<file path="config.mk">
export PLATFORM = sky130hd
export DESIGN_NAME = fwd_hazard_ctrl
export DESIGN_NICKNAME = d
export VERILOG_FILES = /design/src/rtl/fwd_hazard_ctrl_pkg.sv /design/src/rtl/fwd_hazard_ctrl_fwd_sel.sv /design/src/rtl/fwd_hazard_ctrl.sv
export SDC_FILE = /design/constraint.sdc
export NUM_CORES = 1
export LEC_CHECK = 0
export BUFFER_PORTS_ARGS = -buffer_cell sky130_fd_sc_hd__buf_4
export CORE_ASPECT_RATIO = 0.9
export CORE_MARGIN = 5
export CORE_UTILIZATION = 36
export DETAILED_ROUTE_END_ITERATION = 10
export GPL_TIMING_DRIVEN = 0
export MAX_ROUTING_LAYER = met4
export SYNTH_ARGS = -nofsm -noshare
export SYNTH_HDL_FRONTEND = slang
export SYNTH_SLANG_ARGS = --single-unit
</file>
<file path="constraint.sdc">
create_clock -name clk_i -period 6.7 [get_ports clk_i]
set_input_delay 1.34 -clock clk_i [delete_from_list [all_inputs] [get_ports clk_i]]
set_output_delay 1.34 -clock clk_i [all_outputs]
set_load 0.05 [all_outputs]
</file>
<file path="src/rtl/fwd_hazard_ctrl_pkg.sv">
// rtl/fwd_hazard_ctrl_pkg.sv - shared constants and shadow-stage type for the forwarding/hazard controller
package fwd_hazard_ctrl_pkg;

   localparam int REG_AW = 5;

   localparam logic [1:0] FWD_REG = 2'b00;
   localparam logic [1:0] FWD_WB  = 2'b01;
   localparam logic [1:0] FWD_MEM = 2'b10;

   typedef struct packed {
      logic [REG_AW-1:0] rd;
      logic [REG_AW-1:0] rs1;
      logic [REG_AW-1:0] rs2;
      logic              regwrite;
      logic              memread;
   } stage_t;

   localparam stage_t STAGE_NOP = '0;

endpackage

</file>
<file path="src/rtl/fwd_hazard_ctrl_fwd_sel.sv">
// rtl/fwd_hazard_ctrl_fwd_sel.sv - one operand mux select from the MEM/WB shadow destinations
module fwd_sel_unit
   import fwd_hazard_ctrl_pkg::*;
(
   input  logic [REG_AW-1:0] ex_rs_i,
   input  logic [REG_AW-1:0] mem_rd_i,
   input  logic              mem_regwrite_i,
   input  logic [REG_AW-1:0] wb_rd_i,
   input  logic              wb_regwrite_i,
   output logic [1:0]        sel_o
);

   // MEM holds the younger result, so it wins over WB; x0 is never forwarded.
   always_comb begin
      sel_o = FWD_REG;
      if (mem_regwrite_i && (mem_rd_i != '0) && (mem_rd_i == ex_rs_i)) begin
         sel_o = FWD_MEM;
      end else if (wb_regwrite_i && (wb_rd_i != '0) && (wb_rd_i == ex_rs_i)) begin
         sel_o = FWD_WB;
      end
   end

endmodule

</file>
<file path="src/rtl/fwd_hazard_ctrl.sv">
// rtl/fwd_hazard_ctrl.sv - shadow ID/EX, EX/MEM, MEM/WB fields driving forwarding selects and load-use stalls
module fwd_hazard_ctrl #(
   parameter int REG_AW = fwd_hazard_ctrl_pkg::REG_AW,
   parameter int CNT_W  = 16
) (
   input  logic              clk_i,
   input  logic              rst_i,
   input  logic              stall_ext_i,
   input  logic              flush_i,
   input  logic              id_valid_i,
   input  logic [REG_AW-1:0] id_rs1_i,
   input  logic [REG_AW-1:0] id_rs2_i,
   input  logic [REG_AW-1:0] id_rd_i,
   input  logic              id_regwrite_i,
   input  logic              id_memread_i,
   output logic [1:0]        fwd_a_o,
   output logic [1:0]        fwd_b_o,
   output logic              pc_write_o,
   output logic              ifid_write_o,
   output logic              idex_bubble_o,
   output logic [CNT_W-1:0]  lu_stall_cnt_o
);
   import fwd_hazard_ctrl_pkg::*;

   stage_t           ex_q, ex_d, mem_q, wb_q;
   logic [CNT_W-1:0] cnt_q;
   logic             lu;
   logic             lu_apply;

   assign lu = id_valid_i && ex_q.memread && (ex_q.rd != '0) &&
               ((ex_q.rd == id_rs1_i) || (ex_q.rd == id_rs2_i));

   assign lu_apply = lu && !stall_ext_i && !flush_i;

   // Priority: reset, external stall, flush, then load-use.
   always_comb begin
      pc_write_o    = 1'b1;
      ifid_write_o  = 1'b1;
      idex_bubble_o = 1'b0;
      ex_d          = STAGE_NOP;
      if (id_valid_i) begin
         ex_d = '{rd: id_rd_i, rs1: id_rs1_i, rs2: id_rs2_i,
                  regwrite: id_regwrite_i, memread: id_memread_i};
      end
      if (rst_i) begin
         ex_d = STAGE_NOP;
      end else if (stall_ext_i) begin
         pc_write_o   = 1'b0;
         ifid_write_o = 1'b0;
      end else if (flush_i) begin
         idex_bubble_o = 1'b1;
         ex_d          = STAGE_NOP;
      end else if (lu) begin
         pc_write_o    = 1'b0;
         ifid_write_o  = 1'b0;
         idex_bubble_o = 1'b1;
         ex_d          = STAGE_NOP;
      end
   end

   always_ff @(posedge clk_i or posedge rst_i) begin
      if (rst_i) begin
         ex_q  <= STAGE_NOP;
         mem_q <= STAGE_NOP;
         wb_q  <= STAGE_NOP;
         cnt_q <= '0;
      end else if (!stall_ext_i) begin
         ex_q  <= ex_d;
         mem_q <= ex_q;
         wb_q  <= mem_q;
         if (lu_apply && (cnt_q != '1)) begin
            cnt_q <= cnt_q + 1'b1;
         end
      end
   end

   assign lu_stall_cnt_o = cnt_q;

   fwd_sel_unit u_sel_a (
      .ex_rs_i        (ex_q.rs1),
      .mem_rd_i       (mem_q.rd),
      .mem_regwrite_i (mem_q.regwrite),
      .wb_rd_i        (wb_q.rd),
      .wb_regwrite_i  (wb_q.regwrite),
      .sel_o          (fwd_a_o)
   );

   fwd_sel_unit u_sel_b (
      .ex_rs_i        (ex_q.rs2),
      .mem_rd_i       (mem_q.rd),
      .mem_regwrite_i (mem_q.regwrite),
      .wb_rd_i        (wb_q.rd),
      .wb_regwrite_i  (wb_q.regwrite),
      .sel_o          (fwd_b_o)
   );

endmodule

</file>
==> results.sh <==
export IMPL_outcome="finished, final reports clean"
export IMPL_worstSetupPathType="in -> out"
export IMPL_share_seq_of_total_power_pct=55.8
export IMPL_r2r_start="ex_q[16]$_DFFE_PP0N_"
export IMPL_initialDrtViolationCount=77
export IMPL_clk_latency_ns=0.30
export IMPL_p_comb_share_pct=12.2
export IMPL_min_path_type="reg -> reg"
export IMPL_min_delay_worst_endpoint="lu_stall_cnt_o[12]$_DFFE_PP0P_"
export IMPL_synth_most_common_cell="dfrtp_1"
export IMPL_ios=45
export IMPL_dr_pass1_iters=4
export IMPL_ff2ff_setup_slack_ns=4.30
export IMPL_dieArea_um2=8143
export IMPL_clockPowerShare_pct=32.0
export IMPL_core_area_um2=6182
export IMPL_synth_area_leaders="dfrtp_1, xnor2_1, mux2_2"
export IMPL_cts_resized=0
export IMPL_required_ns=5.36
export IMPL_vias_per_cell=5.053
export IMPL_synth_top_area_share_pct=48.60
export IMPL_slew_viol_final=0
export IMPL_skew_ns=0.01023
export IMPL_finalSetupTns_ns=0
export IMPL_async_flop_share_pct=100.0
export IMPL_antenna_found_initial=0
export IMPL_p_int_uw=383.8
export IMPL_grt_ovfl_total=0
export IMPL_cts_hold_buffers=0
export IMPL_globalplace_congestion=0.8053
export IMPL_dr_total_vias=1713
export IMPL_fp_dieH_um=86.11
export IMPL_critPathCaptureType="output port"
export IMPL_cts_path_max_buffers=2
export IMPL_p_per_area_nw_per_um2=181.6
export IMPL_die_w_um=94.57
export IMPL_worstMarginPinSlew_ns=0.9149
export IMPL_fin_nets=274
export IMPL_clkSinkCount=45
export IMPL_layout_min_cycle_time_ns=4.794
export IMPL_rsz0062_at_grt="false"
export IMPL_crit_path_start_kind="input pin"
export IMPL_placedCellCount=331
export IMPL_synth_edff_count=0
export IMPL_switching_power_uw=134.3
export IMPL_max_freq_mhz=208.6
export IMPL_root_buffer="clkbuf_8"
export IMPL_r2r_cells=6
export IMPL_wire_per_inst_um=15.81
export IMPL_synth_ff_type="dfrtp_1"
export IMPL_cts_tree="yes"
export IMPL_arrival_ns=3.45
export IMPL_rows=27
export IMPL_routed_wl_mm=5.360
export IMPL_grt_pass1_vias=1792
export IMPL_max_slew_margin_rel_pct=39.00
export IMPL_maxCapViolations=0
export IMPL_cp_max_fo=10
export IMPL_antenna_left=0
export IMPL_synth_avg_cell_area_um2=11.59
export IMPL_synth_area_um2=2317
export IMPL_synthTopCellsByCount="dfrtp_1, xnor2_1, mux2_2, xor2_1, nand3_1"
export IMPL_initial_core_util_pct=37.48
export IMPL_grt_pass1_wl_mm=9.280
export IMPL_yosys_warnings=0
export IMPL_post_cts_buffers=0
export IMPL_min_path_cells=1
export IMPL_grt_usage_pct=15.18
export IMPL_synthToLayoutAreaGrowth_pct=23.11
export IMPL_rr_endpoint="lu_stall_cnt_o[14]$_DFFE_PP0P_"
export IMPL_syn_nets=223
export IMPL_hold_violations=0
export IMPL_swShare_pct=25.91
export IMPL_setup_violations=0
export IMPL_grt_max_degree=32
export IMPL_diodes=0
export IMPL_yosysSeqAreaShare_pct=48.60
export IMPL_drive_above_1_share_pct=31.35
export IMPL_nFillCells=600
export IMPL_synthCells=200
export IMPL_yosysTopAreaCell="dfrtp_1"
export IMPL_cts_made_buffers=5
export IMPL_drc=0
export IMPL_yosysUniqueCellTypes=33
export IMPL_clk_pin_slew_worst_paths_ns=0.09
export IMPL_port_buffers=43
export IMPL_setup_ws_ns=1.906
export IMPL_dpl_hpwl_mm=4.038
export IMPL_finalCritPeriodShare_pct=71.55
export IMPL_synth_seq_cells=45
export IMPL_htree_levels=2
export IMPL_post_place_ws_ns=1.881
export IMPL_p_leak_uw=0.001330
export IMPL_min_from="lu_stall_cnt_o[12]$_DFFE_PP0P_"
export IMPL_peakVddDrop_mv=0.09906
export IMPL_instances_no_fill=339
-- cells in the final DEF (no fill, tap or decap), types with 2 or more instances in the layout --
cell type,Yosys,final
dfrtp_1,45,45
buf_4,1,44
xnor2_1,30,30
mux2_2,14,14
xor2_1,14,14
nand3_1,12,12
nand4_1,10,10
a22o_2,10,10
clkbuf_1,6,8
nand2_1,7,7
a22o_1,7,7
nor4_1,6,6
nor2_1,6,6
or4_1,5,5
clkbuf_8,0,5
nor3_1,3,3
o21ai_0,3,3
inv_1,3,2
buf_6,2,2
and4_1,2,2
-- how the worst max path moves through the flow --
stage	start	end	slack, ns	cells after the start
6_report	id_rs2_i[4]	pc_write_o	1.91	8
5_1_grt	id_rs2_i[0]	pc_write_o	1.73	8
4_1_cts	id_rs2_i[4]	pc_write_o	1.86	8
3_5_place_dp	id_rs1_i[4]	pc_write_o	1.88	8
3_3_place_gp	id_rs2_i[4]	pc_write_o	1.79	8
2_1_floorplan	id_rs1_i[4]	idex_bubble_o	1.83	6
-- registers in the layout, summed over array words and instances (netlist names) --
signal	cells
mem_q	6
wb_q	6
lu_stall_cnt_o	16
ex_q	17
-- cell families after synthesis --
kind of cell / share of synthesized area (%)
adder cells (fa/ha/maj): 0.5399
multiplexers: 6.803
AO/OA/AOI/OAI: 10.37
flip-flops: 48.60
AND/OR/NAND/NOR: 14.31
buffers and inverters: 2.754
XOR/XNOR: 16.63
-- worst max-delay path: stages --
cell and delay [ns]:
buf_4 0.12, xnor2_1 0.15, nand3_1 0.11, o22ai_1 0.72, clkbuf_1 0.44, a32oi_1 0.21
buf_4 0.18, buf_4 0.18
-- per-layer routing --
layer | vias to the layer above | global-route usage (%) | wire [um]
met5 | - | - | 0
met3 | 4 | 2.982 | 176
li1 | 831 | - | -
met2 | 34 | 20.75 | 2320
met4 | 0 | 5.111 | 75
met1 | 844 | 22.28 | 2788
-- through the flow --
stage	hold slack, ns	util [%]	total power [uW]	cell area, um2
6_report	0.5018	46.14	518.1	2853
2_1_floorplan	0.4728	-	332.6	2317
5_1_grt	0.5284	46.14	540.7	2853
3_3_place_gp	0.4937	44.46	356.8	2749
4_1_cts	0.5078	46.14	524.6	2853
3_5_place_dp	0.4932	44.79	358.7	2769
-- area by class of cell --
class | count | area [um2] | share of cell area, %
sequential | 45 | 1126 | 39.47
timing repair buffer | 44 | 342.8 | 12.02
clock buffer | 7 | 76.32 | 2.675
tap | 87 | 108.9 | 3.816
buffer | 9 | 52.55 | 1.842
inverter | 3 | 11.26 | 0.3947
clock inverter | 1 | 7.507 | 0.2632
multi-input combinational | 143 | 1127 | 39.52
-- power by group through the flow --
stage                     sequential (uW)  combinational, uW  clock, uW
final                                 289               63.0        166
after global routing                  291               69.5        180
after CTS                             289               64.1        171
after detailed placement              295               63.9          0
after global placement                295               62.1          0
after floorplan                       292               41.1          0
No activity file was read; power rests on OpenSTA's default activity.
